[src/rtl/vga_timing_pkg.sv]
// Default 640x480@60 raster constants and the helpers used to size and decode the axis counters.
package vga_timing_pkg;

  localparam int unsigned VGA_H_VISIBLE = 640;
  localparam int unsigned VGA_H_FRONT   = 16;
  localparam int unsigned VGA_H_SYNC    = 96;
  localparam int unsigned VGA_H_BACK    = 48;
  localparam int unsigned VGA_V_VISIBLE = 480;
  localparam int unsigned VGA_V_FRONT   = 10;
  localparam int unsigned VGA_V_SYNC    = 2;
  localparam int unsigned VGA_V_BACK    = 33;
  localparam int unsigned VGA_CNT_W     = 10;

  function automatic int unsigned axis_total(input int unsigned visible, front, sync, back);
    return visible + front + sync + back;
  endfunction

  function automatic int unsigned calc_h_total(input int unsigned h_visible, h_front, h_sync, h_back);
    return axis_total(h_visible, h_front, h_sync, h_back);
  endfunction

  function automatic int unsigned calc_v_total(input int unsigned v_visible, v_front, v_sync, v_back);
    return axis_total(v_visible, v_front, v_sync, v_back);
  endfunction

  function automatic int unsigned max_u(input int unsigned a, b);
    return (a > b) ? a : b;
  endfunction

  // Half-open window test: lo <= pos < hi.
  function automatic logic in_window(input int unsigned pos, lo, hi);
    return (pos >= lo) && (pos < hi);
  endfunction

endpackage

[src/rtl/vga_timing_gen_if.sv]
// Timing bundle from vga_timing_gen (master) to a pixel pipeline (slave); enable flows back from the consumer.
// frame_cnt exists only when VGA_TIMING_FRAME_CNT_EN is defined.
interface vga_timing_gen_if #(
  parameter int unsigned CNT_W = vga_timing_pkg::VGA_CNT_W
) ();

  logic             enable;
  logic             pix_tick;
  logic [CNT_W-1:0] hpos;
  logic [CNT_W-1:0] vpos;
  logic             hsync;
  logic             vsync;
  logic             display_on;
  logic             line_start;
  logic             frame_start;

`ifdef VGA_TIMING_FRAME_CNT_EN
  logic [15:0]      frame_cnt;

  modport master (
    input  enable,
    output pix_tick, hpos, vpos, hsync, vsync, display_on, line_start, frame_start, frame_cnt
  );

  modport slave (
    output enable,
    input  pix_tick, hpos, vpos, hsync, vsync, display_on, line_start, frame_start, frame_cnt
  );
`else
  modport master (
    input  enable,
    output pix_tick, hpos, vpos, hsync, vsync, display_on, line_start, frame_start
  );

  modport slave (
    output enable,
    input  pix_tick, hpos, vpos, hsync, vsync, display_on, line_start, frame_start
  );
`endif

endinterface

[src/rtl/vga_axis_counter.sv]
// Wrapping position counter for one raster axis with registered sync decode; 0-cycle skew between pos and sync.
// Holds while adv is low; vis_nxt is the visible-window decode of the value pos takes at the next edge.
module vga_axis_counter
  import vga_timing_pkg::*;
#(
  parameter int unsigned VISIBLE  = VGA_H_VISIBLE,
  parameter int unsigned FRONT    = VGA_H_FRONT,
  parameter int unsigned SYNC     = VGA_H_SYNC,
  parameter int unsigned BACK     = VGA_H_BACK,
  parameter bit          SYNC_POL = 1'b0,
  parameter int unsigned W        = VGA_CNT_W
) (
  input  logic         clk,
  input  logic         reset_n,
  input  logic         adv,
  output logic [W-1:0] pos,
  output logic         last,
  output logic         sync,
  output logic         vis_nxt
);

  localparam int unsigned  TOTAL    = axis_total(VISIBLE, FRONT, SYNC, BACK);
  localparam int unsigned  SYNC_LO  = VISIBLE + FRONT;
  localparam int unsigned  SYNC_HI  = VISIBLE + FRONT + SYNC;
  localparam logic [W-1:0] LAST_POS = W'(TOTAL - 1);

  logic [W-1:0] pos_q;
  logic [W-1:0] pos_nxt;
  logic         sync_q;

  assign last = (pos_q == LAST_POS);

  always_comb begin
    pos_nxt = pos_q;
    if (adv) begin
      pos_nxt = last ? '0 : pos_q + W'(1);
    end
  end

  assign vis_nxt = (32'(pos_nxt) < VISIBLE);

  // Sync is decoded from the next position so it lands in the same cycle as pos.
  always_ff @(posedge clk or negedge reset_n) begin
    if (!reset_n) begin
      pos_q  <= '0;
      sync_q <= ~SYNC_POL;
    end else begin
      pos_q  <= pos_nxt;
      sync_q <= in_window(32'(pos_nxt), SYNC_LO, SYNC_HI) ? SYNC_POL : ~SYNC_POL;
    end
  end

  assign pos  = pos_q;
  assign sync = sync_q;

endmodule

[src/rtl/vga_timing_gen.sv]
// VGA raster timing: clk prescaler -> pixel strobe -> horizontal/vertical axis counters; positions and decodes registered together.
// enable low freezes all state and masks strobes; VGA_TIMING_FRAME_CNT_EN adds a 16-bit completed-frame counter.
module vga_timing_gen
  import vga_timing_pkg::*;
#(
  parameter int unsigned H_VISIBLE  = VGA_H_VISIBLE,
  parameter int unsigned H_FRONT    = VGA_H_FRONT,
  parameter int unsigned H_SYNC     = VGA_H_SYNC,
  parameter int unsigned H_BACK     = VGA_H_BACK,
  parameter int unsigned V_VISIBLE  = VGA_V_VISIBLE,
  parameter int unsigned V_FRONT    = VGA_V_FRONT,
  parameter int unsigned V_SYNC     = VGA_V_SYNC,
  parameter int unsigned V_BACK     = VGA_V_BACK,
  parameter bit          H_SYNC_POL = 1'b0,
  parameter bit          V_SYNC_POL = 1'b0,
  parameter int unsigned PIX_DIV    = 1,
  parameter int unsigned CNT_W      = VGA_CNT_W
) (
  input logic              clk,
  input logic              reset_n,
  vga_timing_gen_if.master vga
);

  localparam int unsigned H_TOTAL = calc_h_total(H_VISIBLE, H_FRONT, H_SYNC, H_BACK);
  localparam int unsigned V_TOTAL = calc_v_total(V_VISIBLE, V_FRONT, V_SYNC, V_BACK);
  localparam int unsigned PRE_W   = (PIX_DIV > 1) ? $clog2(PIX_DIV) : 1;
  localparam logic [PRE_W-1:0] PRE_LAST = PRE_W'(PIX_DIV - 1);

  if ((64'd1 << CNT_W) < 64'(max_u(H_TOTAL, V_TOTAL))) begin : g_chk_cnt_w
    $fatal(1, "vga_timing_gen: CNT_W too narrow for H_TOTAL/V_TOTAL");
  end

  if ((PIX_DIV < 1) || (PIX_DIV > 16)) begin : g_chk_pix_div
    $fatal(1, "vga_timing_gen: PIX_DIV must be in 1..16");
  end

  logic [PRE_W-1:0] presc_q;
  logic             pix_tick;

  // With PIX_DIV=1 the prescaler stays at 0 and the strobe is enable itself.
  assign pix_tick = vga.enable && (presc_q == PRE_LAST);

  always_ff @(posedge clk or negedge reset_n) begin
    if (!reset_n) begin
      presc_q <= '0;
    end else if (vga.enable) begin
      presc_q <= pix_tick ? '0 : presc_q + PRE_W'(1);
    end
  end

  logic [CNT_W-1:0] hpos;
  logic [CNT_W-1:0] vpos;
  logic             h_last;
  logic             v_last;
  logic             h_sync;
  logic             v_sync;
  logic             h_vis_nxt;
  logic             v_vis_nxt;
  logic             v_adv;
  logic             frame_wrap;

  assign v_adv      = pix_tick & h_last;
  assign frame_wrap = v_adv & v_last;

  vga_axis_counter #(
    .VISIBLE  (H_VISIBLE),
    .FRONT    (H_FRONT),
    .SYNC     (H_SYNC),
    .BACK     (H_BACK),
    .SYNC_POL (H_SYNC_POL),
    .W        (CNT_W)
  ) u_h_axis (
    .clk      (clk),
    .reset_n  (reset_n),
    .adv      (pix_tick),
    .pos      (hpos),
    .last     (h_last),
    .sync     (h_sync),
    .vis_nxt  (h_vis_nxt)
  );

  vga_axis_counter #(
    .VISIBLE  (V_VISIBLE),
    .FRONT    (V_FRONT),
    .SYNC     (V_SYNC),
    .BACK     (V_BACK),
    .SYNC_POL (V_SYNC_POL),
    .W        (CNT_W)
  ) u_v_axis (
    .clk      (clk),
    .reset_n  (reset_n),
    .adv      (v_adv),
    .pos      (vpos),
    .last     (v_last),
    .sync     (v_sync),
    .vis_nxt  (v_vis_nxt)
  );

  logic display_on_q;
  logic line_start_q;
  logic frame_start_q;

  // Pulse registers are set only by a wrapping tick, so reset release never produces one.
  always_ff @(posedge clk or negedge reset_n) begin
    if (!reset_n) begin
      display_on_q  <= 1'b1;
      line_start_q  <= 1'b0;
      frame_start_q <= 1'b0;
    end else begin
      display_on_q  <= h_vis_nxt & v_vis_nxt;
      line_start_q  <= v_adv;
      frame_start_q <= frame_wrap;
    end
  end

`ifdef VGA_TIMING_FRAME_CNT_EN
  logic [15:0] frame_cnt_q;

  always_ff @(posedge clk or negedge reset_n) begin
    if (!reset_n) begin
      frame_cnt_q <= '0;
    end else if (frame_wrap) begin
      frame_cnt_q <= frame_cnt_q + 16'd1;
    end
  end

  assign vga.frame_cnt = frame_cnt_q;
`endif

  assign vga.pix_tick    = pix_tick;
  assign vga.hpos        = hpos;
  assign vga.vpos        = vpos;
  assign vga.hsync       = h_sync;
  assign vga.vsync       = v_sync;
  assign vga.display_on  = display_on_q;
  // A cycle with enable low must never show a strobe.
  assign vga.line_start  = line_start_q & vga.enable;
  assign vga.frame_start = frame_start_q & vga.enable;

endmodule

[src/flat_wrapper.sv]
// flat-port wrapper written by rule: the top's interface ports become plain ports
module vga_timing_gen_flat import vga_timing_pkg::*;
#(
  parameter int unsigned H_VISIBLE  = VGA_H_VISIBLE,
  parameter int unsigned H_FRONT    = VGA_H_FRONT,
  parameter int unsigned H_SYNC     = VGA_H_SYNC,
  parameter int unsigned H_BACK     = VGA_H_BACK,
  parameter int unsigned V_VISIBLE  = VGA_V_VISIBLE,
  parameter int unsigned V_FRONT    = VGA_V_FRONT,
  parameter int unsigned V_SYNC     = VGA_V_SYNC,
  parameter int unsigned V_BACK     = VGA_V_BACK,
  parameter bit          H_SYNC_POL = 1'b0,
  parameter bit          V_SYNC_POL = 1'b0,
  parameter int unsigned PIX_DIV    = 1,
  parameter int unsigned CNT_W      = VGA_CNT_W
)
  (clk, reset_n, vga_enable, vga_pix_tick, vga_hpos, vga_vpos, vga_hsync, vga_vsync, vga_display_on, vga_line_start, vga_frame_start);
  vga_timing_gen_if #(.CNT_W(CNT_W)) vga_i ();
  input logic clk;
  input logic reset_n;
  input wire logic [$bits(vga_i.enable)-1:0] vga_enable;
  output wire logic [$bits(vga_i.pix_tick)-1:0] vga_pix_tick;
  output wire logic [$bits(vga_i.hpos)-1:0] vga_hpos;
  output wire logic [$bits(vga_i.vpos)-1:0] vga_vpos;
  output wire logic [$bits(vga_i.hsync)-1:0] vga_hsync;
  output wire logic [$bits(vga_i.vsync)-1:0] vga_vsync;
  output wire logic [$bits(vga_i.display_on)-1:0] vga_display_on;
  output wire logic [$bits(vga_i.line_start)-1:0] vga_line_start;
  output wire logic [$bits(vga_i.frame_start)-1:0] vga_frame_start;
  assign vga_i.enable = vga_enable;
  assign vga_pix_tick = vga_i.pix_tick;
  assign vga_hpos = vga_i.hpos;
  assign vga_vpos = vga_i.vpos;
  assign vga_hsync = vga_i.hsync;
  assign vga_vsync = vga_i.vsync;
  assign vga_display_on = vga_i.display_on;
  assign vga_line_start = vga_i.line_start;
  assign vga_frame_start = vga_i.frame_start;
  vga_timing_gen #(.H_VISIBLE(H_VISIBLE), .H_FRONT(H_FRONT), .H_SYNC(H_SYNC), .H_BACK(H_BACK), .V_VISIBLE(V_VISIBLE), .V_FRONT(V_FRONT), .V_SYNC(V_SYNC), .V_BACK(V_BACK), .H_SYNC_POL(H_SYNC_POL), .V_SYNC_POL(V_SYNC_POL), .PIX_DIV(PIX_DIV), .CNT_W(CNT_W)) u_core (.clk(clk), .reset_n(reset_n), .vga(vga_i));
endmodule
[config.mk]
export PLATFORM = sky130hd
export DESIGN_NAME = vga_timing_gen_flat
export DESIGN_NICKNAME = d
export VERILOG_FILES = /design/src/rtl/vga_timing_pkg.sv /design/src/rtl/vga_timing_gen_if.sv /design/src/rtl/vga_axis_counter.sv /design/src/rtl/vga_timing_gen.sv /design/src/flat_wrapper.sv
export SDC_FILE = /design/constraint.sdc
export NUM_CORES = 1
export LEC_CHECK = 0
export BUFFER_PORTS_ARGS = -buffer_cell sky130_fd_sc_hd__buf_2
export CAP_MARGIN = 20
export CELL_PAD_IN_SITES_DETAIL_PLACEMENT = 1
export CELL_PAD_IN_SITES_GLOBAL_PLACEMENT = 1
export CORE_UTILIZATION = 46
export CTS_BUF_LIST = sky130_fd_sc_hd__clkbuf_8
export CTS_CLUSTER_DIAMETER = 30
export DETAILED_ROUTE_END_ITERATION = 10
export GPL_ROUTABILITY_DRIVEN = 0
export GPL_TIMING_DRIVEN = 0
export PLACE_DENSITY_LB_ADDON = 0.1
export SETUP_SLACK_MARGIN = 0.05
export SLEW_MARGIN = 20
export SYNTH_ARGS = -nofsm -noshare
export SYNTH_HDL_FRONTEND = slang
export SYNTH_SLANG_ARGS = --single-unit
[constraint.sdc]
create_clock -name clk -period 4.7 [get_ports clk]
set_input_delay 0.705 -clock clk [delete_from_list [all_inputs] [get_ports clk]]
set_output_delay 0.705 -clock clk [all_outputs]
set_load 0.05 [all_outputs]
==> results.json, run 1 <==
{
  "insertion_delay_ns": 0.27,
  "final_cell_mix": "buf_2 (28), dfrtp_1 (23), nand2_1 (19)",
  "yosysUniqueCellTypes": 39,
  "power_mw": 0.635,
  "rsz0062_at_grt": "false",
  "die_h_um": 56.9,
  "grt_overflow": 0,
  "ios": 29,
  "place_hpwl_um": 2470,
  "violations": "DRC",
  "status": "complete, but fails checks",
  "htreeDepth": 1,
  "crit_path_end_kind": "register",
  "drt-initial-drc-count": 50,
  "grt_pass1_vias": 1209,
  "post_cts_buffers": 0,
  "port_buffers": 28,
  "clk_pin_slew_ns": 0.09,
  "drt_pass1_iterations": 7,
  "postSynthCellCount": 146,
  "cp_max_fo": 10,
  "path_delay_family": "simple AND/OR/NAND/NOR gates",
  "cts.sinks": 26,
  "viasPerCell": 5.68,
  "grt_antenna_before_repair": 0,
  "crit_path_cell_trace": "ha_1 -> nand4_1 -> or4_1 -> buf_6 -> nor4_2 -> o2bb2ai_1 -> and3_1 -> nor3_2",
  "num_vias": 1188,
  "yosys_warnings": 0,
  "maxCapViolations": 0,
  "rr_startpoint": "u_core.u_h_axis.pos[1]$_DFF_PN0_",
  "nNetsFinal": 185,
  "grt_usage_pct": 22.8,
  "clock_skew_ns": 0.00445,
  "drc_errors": 6,
  "report.final.slew_viol_count": 0,
  "die-area_um2": 3230,
  "yosys_register_bits": 26,
  "synth_nets": 152,
  "leakage_nw": 0.775,
  "die_w_um": 56.9,
  "cts_root_buf": "clkbuf_8",
  "critPathRequiredTime_ns": 4.90,
  "drive_above_1_share_pct": 25.3,
  "period_share_pct": 50.0,
  "routed_wl_um": 3250,
  "critical_path_arrival_ns": 2.55,
  "syn_area_per_cell_um2": 9.48,
  "detail-route-antenna-nets": 0,
  "postCtsHoldBufs": 0,
  "fin_util_pct": 58.3,
  "netlist_area_um2": 1380,
  "crit_path_start_kind": "register",
  "core_um2": 2810,
  "cellPowerDensity_nw_per_um2": 389,
  "grt_pass1_wl_um": 5490,
  "cts_resized": 0,
  "layout_min_cycle_time_ns": 2.35,
  "reg2reg_depth": 8,
  "grt_max_degree": 27,
  "setup_violations": 0,
  "min_path_type": "in -> async",
  "critPathBufInv": 1,
  "peakVddDrop_v": 0.000181,
  "wl_per_cell_um": 15.6,
  "cts-buffers-inserted": 3,
  "reg2reg_to": "u_core.vga.display_on$_DFF_PN1_",
  "worst-setup-path-type": "reg -> reg",
  "n_antenna_cell": 0,
  "r2r_setup_slack_ns": 2.35,
  "ys_seq_area_share_pct": 47.3,
  "worst_slew_pin_slew_ns": 0.578,
  "finalHoldViolations": 0,
  "mostFrequentLayoutCell": "buf_2",
  "area_growth_pct": 18.1,
  "max_slew_margin_pct": 61.5,
  "max_stage_delay_ns": 0.45,
  "tns_ns": 0,
  "tritoncts": "done",
  "fmax_ghz": 0.425,
  "slowest_stage": "or4_1",
  "cts_buffer_depth": 2,
  "start_util_pct": 49.3,
  "rows": 19
}
-- state kept, by name, summed over array words and instances, names as in the netlist --
register / count
u_core.u_h_axis.pos: 10
u_core.u_v_axis.pos: 10
u_core.frame_start_q: 1
u_core.line_start_q: 1
u_core.presc_q: 1
u_core.u_h_axis.sync: 1
u_core.u_v_axis.sync: 1
u_core.vga.display_on: 1
-- how the worst max path moves through the flow --
stage	endpoint	cells after the start	from
2_1_floorplan	u_core.u_v_axis.sync$_DFF_PN1_	8	u_core.u_h_axis.pos[0]$_DFF_PN0_
3_3_place_gp	u_core.u_v_axis.sync$_DFF_PN1_	8	vga_enable
3_5_place_dp	u_core.vga.display_on$_DFF_PN1_	8	vga_enable
4_1_cts	u_core.vga.display_on$_DFF_PN1_	8	u_core.u_h_axis.pos[0]$_DFF_PN0_
5_1_grt	u_core.vga.display_on$_DFF_PN1_	8	u_core.u_h_axis.pos[0]$_DFF_PN0_
6_report	u_core.vga.display_on$_DFF_PN1_	8	u_core.u_h_axis.pos[1]$_DFF_PN0_
-- final cells by class --
class / instances / area (um2)
fillers: 353 / 1170
plain buffers: 4 / 37.5
well taps: 31 / 38.8
inverters: 11 / 41.3
clock inverters: 1 / 30.0
clock buffers: 3 / 41.3
repair buffers: 28 / 140
multi-input cells: 105 / 651
flip-flops and latches: 26 / 654
-- synthesized netlist by cell type, drive strengths merged --
master / instances / area share (%)
a21boi: 1 / 0.54
nand4: 6 / 2.7
nand4bb: 1 / 0.81
a21o: 1 / 0.54
clkbuf: 1 / 0.27
o2111ai: 1 / 0.63
a21oi: 2 / 0.72
or4: 2 / 1.1
nand2b: 1 / 0.45
a31o: 1 / 0.63
nand3b: 3 / 1.6
and4: 1 / 0.63
o2bb2ai: 2 / 1.3
xor2: 5 / 3.2
dfstp: 3 / 5.7
nand4b: 1 / 0.63
or3: 2 / 0.90
nand3: 7 / 2.5
nor2b: 1 / 0.45
dfrtp: 23 / 42
xnor2: 7 / 4.4
nor4: 3 / 1.8
nand2: 19 / 5.2
and3: 3 / 1.4
o31ai: 1 / 0.54
o211ai: 1 / 0.54
inv: 11 / 3.0
ha: 3 / 2.7
buf: 3 / 2.4
o21ai: 10 / 3.9
nor2: 10 / 2.9
nor3: 7 / 2.9
and2: 3 / 1.4
-- metrics by stage --
step                      hold slack [ns]  setup slack (ns)  instances  instance area [um2]
final                               0.415              2.35        209                 1630
after global routing                0.458              2.17        209                 1630
after CTS                           0.437              2.34        209                 1630
after detailed placement            0.527              2.15        205                 1560
after global placement              0.493              2.18        205                 1560
after floorplan                     0.409              2.21        146                 1380
-- worst register-to-register path, cell delays in order, from the launching register on --
cell and delay, ns:
dfrtp_1 0.44, ha_1 0.24, nand4_1 0.18, or4_1 0.45, buf_6 0.16, nor4_2 0.28, o2bb2ai_1 0.12, and3_1 0.22
nor3_2 0.18
-- routing by layer --
metal / routed length, um / GRT usage (%) / part of all wire, % / vias to the layer above
li1: - / - / - / 571
met1: 1370 / 25.6 / 42 / 586
met2: 1730 / 42.3 / 53 / 27
met3: 98 / 3.23 / 3.0 / 4
met4: 56 / 10.1 / 1.7 / 0
met5: 0 / 0 / 0 / -
-- cells by family (layout without fill, tap and decap cells) --
group	after synthesis	in the layout	share of synthesized area (%)
DFF	26	26	47.3
AOI/OAI and AO/OA	20	20	9.31
xor gates and xnor gates	12	12	7.59
and+or+nand+nor	70	70	27.4
buffers and inverters	15	47	5.70
adders and majority gates	3	3	2.71
-- power by group --
group          total [mW]  internal, mW  switching, mW
registers           0.284         0.247         0.0361
logic               0.168        0.0394          0.128
clock network       0.184         0.114         0.0699
total               0.635         0.401          0.234
No activity file was read; power rests on OpenSTA's default activity.
==> run 2: changes to the inputs <==
Settings changed: CORE_UTILIZATION 46 to 42.
Clock period 4.7 ns to 2.3 ns, I/O delays scaled along.
==> run 2 against run 1 <==
Compared with the run above:
- highest routed layer unchanged
- global-route usage down 0.61 points
- the run now ends clean
- sequential power up 110%
- critical endpoint unchanged
- worst setup slack worse by 2.2 ns
- combinational power up 120%
==> results.json, run 2 (synthesized netlist as in run 1, its figures left out) <==
{
  "status": "finished, final reports clean",
  "postCtsHoldBufs": 0,
  "maxCapViolations": 0,
  "drive_above_1_share_pct": 35.2,
  "detail-route-antenna-nets": 0,
  "drt_pass1_iterations": 4,
  "reg2reg_to": "u_core.vga.display_on$_DFF_PN1_",
  "max_stage_delay_ns": 0.45,
  "period_share_pct": 94.6,
  "report.final.slew_viol_count": 0,
  "critical_path_arrival_ns": 2.38,
  "cts-buffers-inserted": 3,
  "port_buffers": 28,
  "crit_path_end_kind": "register",
  "place_hpwl_um": 2520,
  "rsz0062_at_grt": "true",
  "post-place-ws_ns": 0.0697,
  "worst_slack_ns": 0.123,
  "reg2reg_depth": 9,
  "crit_path_start_kind": "register",
  "crit_path_cell_trace": "ha_4 -> nand4_1 -> or4_4 -> buf_6 -> inv_2 -> nand3_1 -> xnor2_2 -> and3_4 -> nor3_2",
  "cts.sinks": 26,
  "drt-initial-drc-count": 31,
  "fillers": 371,
  "critPathRequiredTime_ns": 2.51,
  "fmax_ghz": 0.459,
  "holdWs_ns": 0.0621,
  "r2r_setup_slack_ns": 0.12,
  "n_antenna_cell": 0,
  "clock_skew_ns": 0.00354,
  "start_util_pct": 45.0,
  "insertion_delay_ns": 0.27,
  "drc_errors": 0,
  "place_area_um2": 1600,
  "rr_startpoint": "u_core.u_h_axis.pos[1]$_DFF_PN0_",
  "wl_per_cell_um": 16.0,
  "final_cell_mix": "buf_2 (28), nand2_1 (19), dfrtp_1 (15)",
  "rows": 20,
  "layout_min_cycle_time_ns": 2.18,
  "mostFrequentLayoutCell": "buf_2",
  "tns_ns": 0,
  "clk_pin_slew_ns": 0.10,
  "tritoncts": "done",
  "die_w_um": 59.4,
  "finalHoldViolations": 0,
  "core_um2": 3080,
  "htreeDepth": 1,
  "fin_cells": 226,
  "leakage_nw": 0.801,
  "grt_pass1_wl_um": 5840,
  "grt_overflow": 0,
  "grt_max_degree": 27,
  "routed_wl_um": 3610,
  "die_h_um": 59.4,
  "cp_max_fo": 10,
  "grt_pass1_vias": 1248,
  "num_vias": 1240,
  "area_growth_pct": 26.1,
  "ios": 29,
  "setup_violations": 0,
  "fin_util_pct": 56.7,
  "grt_usage_pct": 22.2,
  "die-area_um2": 3530,
  "power_mw": 1.34,
  "crit_start": "u_core.u_h_axis.pos[1]$_DFF_PN0_",
  "nNetsFinal": 189,
  "viasPerCell": 5.49,
  "grt_antenna_before_repair": 0,
  "seq_area_um2": 664,
  "stdcell_area_um2": 1750,
  "worst_slew_pin_slew_ns": 0.591,
  "slowest_stage": "or4_4",
  "peakVddDrop_v": 0.000282,
  "cts_root_buf": "clkbuf_8",
  "multi_input_area_um2": 706,
  "min_path_type": "in -> async",
  "dp.cells": 218,
  "cts_buffer_depth": 2,
  "cellPowerDensity_nw_per_um2": 770,
  "max_slew_margin_pct": 60.6,
  "worst-setup-path-type": "reg -> reg"
}
[run 2: changes by cell type in the layout (fill, tap and decap cells not counted), sizes merged]
cell	change
buf	+4
[run 2: worst max-delay path by stage]
stage | to | slack (ns) | cells after the start
3_5_place_dp | u_core.u_v_axis.sync$_DFF_PN1_ | 0.07 | 9
6_report | u_core.vga.display_on$_DFF_PN1_ | 0.12 | 9
4_1_cts | u_core.u_v_axis.sync$_DFF_PN1_ | 0.05 | 9
5_1_grt | u_core.u_v_axis.sync$_DFF_PN1_ | 0.04 | 8
2_1_floorplan | u_core.u_v_axis.sync$_DFF_PN1_ | 0.04 | 8
3_3_place_gp | u_core.vga.display_on$_DFF_PN1_ | 0.1 | 7
[run 2: where the power goes]
group,leakage [nW],total [mW],switching (mW),internal (mW)
Clock,0.0357,0.388,0.155,0.233
Sequential,0.322,0.588,0.0761,0.512
Combinational,0.443,0.369,0.273,0.0957
Total,0.801,1.34,0.504,0.840
[run 2: final cells by class]
class | instances | share of cell area [%]
buffer | 4 | 2.15
inverter | 11 | 2.37
clock inverter | 1 | 1.72
tap | 44 | 3.15
clock buffer | 3 | 2.37
timing repair buffer | 32 | 9.75
sequential | 26 | 38.1
multi-input combinational | 105 | 40.4
[run 2: critical path: cells and delay by family, from the launching register on]
family,cells,cell delay [ns]
AND/OR/NAND/NOR,5,1.09
adder cells (fa/ha/maj),1,0.16
XOR/XNOR,1,0.17
flip-flops,1,0.43
buffers and inverters,2,0.27
[run 2: metal layers]
layer  vias up  track usage (%)  routed length (um)  part of all wire [%]
met1       622             30.7                1730                    48
met3        10             2.84                  94                   2.6
met4         0             9.52                  79                   2.2
met5         -                0                   0                     0
met2        26             34.7                1700                    47
li1        582                -                   -                     -
[run 2: repair_timing]
item,in CTS,in global routing
buffers inserted,1,3
setup endpoints to repair,1,2
hold endpoints to repair,0,0
cloned,0,0
resized for setup,0,6
pin swaps,1,1
==> run 3: changes to the inputs <==
Settings changed: ABC_AREA set to 1, CORE_UTILIZATION 42 to 39, CTS_BUF_LIST sky130_fd_sc_hd__clkbuf_8 to sky130_fd_sc_hd__clkbuf_16.
==> run 3 against run 2 <==
Compared with the run above:
- core utilization fell by 9.3 points
- synthesized cell count rose by 60%
- sequential power rose by 7.7%
- via count rose by 23%
- routed wire length rose by 15%
- clock power barely moved
- non-clock buffer count fell by 5
- die area rose by 25%
- hold slack improved by 0.025 ns
==> results.json, run 3 <==
{
  "status": "finished, final reports clean",
  "synth_nets": 239,
  "layout_min_cycle_time_ns": 1.82,
  "worst_slack_ns": 0.484,
  "synth.top_cells.by_count": "nand2_1 (68), inv_1 (42), dfrtp_1 (23), nor2_1 (23), nand3_1 (19)",
  "num_vias": 1531,
  "grt_max_degree": 27,
  "crit_path_end_kind": "register",
  "port_buffers": 28,
  "synth_top_area_share_pct": 35.6,
  "finalHoldViolations": 0,
  "grt_overflow": 0,
  "yosysMostFrequentCell": "nand2_1",
  "worst_slew_pin_slew_ns": 0.614,
  "critical_path_arrival_ns": 1.99,
  "grt_pass1_vias": 1522,
  "maxCapViolations": 0,
  "place_hpwl_um": 3190,
  "drc_errors": 0,
  "cp_common_cell": "nor2_1",
  "worst-setup-path-type": "reg -> reg",
  "yosys_warnings": 0,
  "synthArstFlopShare_pct": 100,
  "area_growth_pct": 17.4,
  "cts_buffer_depth": 2,
  "fin_util_pct": 47.5,
  "core_um2": 4000,
  "die_w_um": 66.4,
  "drt-initial-drc-count": 59,
  "crit_path_start_kind": "register",
  "routed_wl_um": 4160,
  "ios": 29,
  "holdWs_ns": 0.0871,
  "min_path_type": "in -> async",
  "start_util_pct": 40.4,
  "rows": 23,
  "final_cell_mix": "nand2_1 (68), inv_1 (42), buf_2 (29)",
  "cp_max_fo": 5,
  "post-place-ws_ns": 0.505,
  "ys_seq_area_share_pct": 40.5,
  "fillers": 552,
  "rsz0062_at_grt": "false",
  "cts.sinks": 26,
  "netlist_area_um2": 1620,
  "critPathRequiredTime_ns": 2.48,
  "grt_antenna_before_repair": 0,
  "synth_edf_count": 0,
  "synth_area_leaders": "dfrtp_1 (36%), nand2_1 (16%), inv_1 (9.8%)",
  "power.share.clock_pct": 23.4,
  "wl_per_cell_um": 13.2,
  "yosys_register_bits": 26,
  "stdcell_area_um2": 1900,
  "syn_area_per_cell_um2": 6.94,
  "cts_root_buf": "clkbuf_16",
  "period_share_pct": 78.9,
  "clk_pin_slew_ns": 0.07,
  "cts-buffers-inserted": 3,
  "swShare_pct": 44.5,
  "die-area_um2": 4410,
  "critPathBufInv": 2,
  "leakage_nw": 1.08,
  "cts_resized": 0,
  "slowest_stage": "dfrtp_1",
  "p_comb_share_pct": 38.5,
  "ys.flop_type": "dfrtp_1",
  "power.switching_mw": 0.739,
  "tritoncts": "done",
  "viasPerCell": 4.86,
  "peakVddDrop_v": 0.000385,
  "p_int_mw": 0.922,
  "cellPowerDensity_nw_per_um2": 875,
  "mostFrequentLayoutCell": "nand2_1",
  "n_antenna_cell": 0,
  "max_stage_delay_ns": 0.43,
  "detail-route-antenna-nets": 0,
  "place_area_um2": 1820,
  "yosysUniqueCellTypes": 27,
  "post_cts_buffers": 0,
  "htreeDepth": 1,
  "insertion_delay_ns": 0.26,
  "clock_skew_ns": 0.00680,
  "path_delay_family": "simple AND/OR/NAND/NOR gates",
  "crit_path_cell_trace": "inv_1 -> ha_1 -> inv_1 -> nor2_1 -> nand4_1 -> nand2_1 -> nor2_1 -> nor2_1 -> nand2_1 -> nor2_1 -> nand3_1",
  "nNetsFinal": 272,
  "synth_area_leader_cell": "dfrtp_1",
  "grt_pass1_wl_um": 7020,
  "fmax_ghz": 0.551,
  "postSynthCellCount": 233,
  "die_h_um": 66.4,
  "power_frac_seq_pct": 38.2,
  "report.final.slew_viol_count": 0,
  "drive_above_1_share_pct": 24.9,
  "max_slew_margin_pct": 59.1,
  "grt_usage_pct": 21.7,
  "tns_ns": 0,
  "setup_violations": 0,
  "postCtsHoldBufs": 0,
  "drt_pass1_iterations": 4
}
==> run 3: cell type report <==
type | count | area [um2] | area share (%)
multi-input combinational | 153 | 742 | 39.1
tap | 50 | 62.6 | 3.30
clock buffer | 3 | 75.1 | 3.96
buffer | 3 | 27.5 | 1.45
sequential | 26 | 654 | 34.5
timing repair buffer | 28 | 140 | 7.38
inverter | 51 | 193 | 10.2
clock inverter | 1 | 3.75 | 0.198
==> run 3: path summary, 6_finish.rpt <==
check / from / to / slack (ns) / cells after the start
max in group asynchronous: reset_n / u_core.u_h_axis.pos[6]$_DFF_PN0_ / 1.80 / 1
min in group clk: vga_enable / u_core.presc_q$_DFFE_PN0P_ / 0.29 / 2
max: u_core.u_v_axis.pos[0]$_DFF_PN0_ / u_core.u_v_axis.sync$_DFF_PN1_ / 0.48 / 11
min reg2reg: u_core.presc_q$_DFFE_PN0P_ / u_core.presc_q$_DFFE_PN0P_ / 0.51 / 2
max reg2reg: u_core.u_v_axis.pos[0]$_DFF_PN0_ / u_core.u_v_axis.sync$_DFF_PN1_ / 0.48 / 11
min: reset_n / u_core.u_v_axis.pos[4]$_DFF_PN0_ / 0.09 / 1
==> run 3: kinds of logic after synthesis <==
group | share of synthesized area [%]
simple gates | 40.4
fa+ha+maj | 2.32
compound gates | 2.63
flops | 40.5
xor+xnor | 0.542
buf+inv | 13.6
==> run 3: power groups by stage <==
stage	sequential, mW	clock (mW)	combinational (mW)
6_report	0.633	0.388	0.638
5_1_grt	0.649	0.416	0.700
4_1_cts	0.636	0.401	0.644
3_5_place_dp	0.644	0	0.641
3_3_place_gp	0.642	0	0.625
2_1_floorplan	0.900	0	0.225
==> run 3: per-layer routing <==
metal / share of wire (%) / vias up / global-route usage [%]
met2: 49 / 22 / 36.4
li1: - / 768 / -
met3: 2.7 / 4 / 4.14
met5: 0 / - / 0
met1: 48 / 737 / 29.0
met4: 0.67 / 0 / 3.99
==> run 3: stage by stage <==
stage / instances / power [mW]
after floorplan: 233 / 1.12
after global placement: 311 / 1.27
after detailed placement: 311 / 1.29
after CTS: 315 / 1.68
after global routing: 315 / 1.76
final: 315 / 1.66
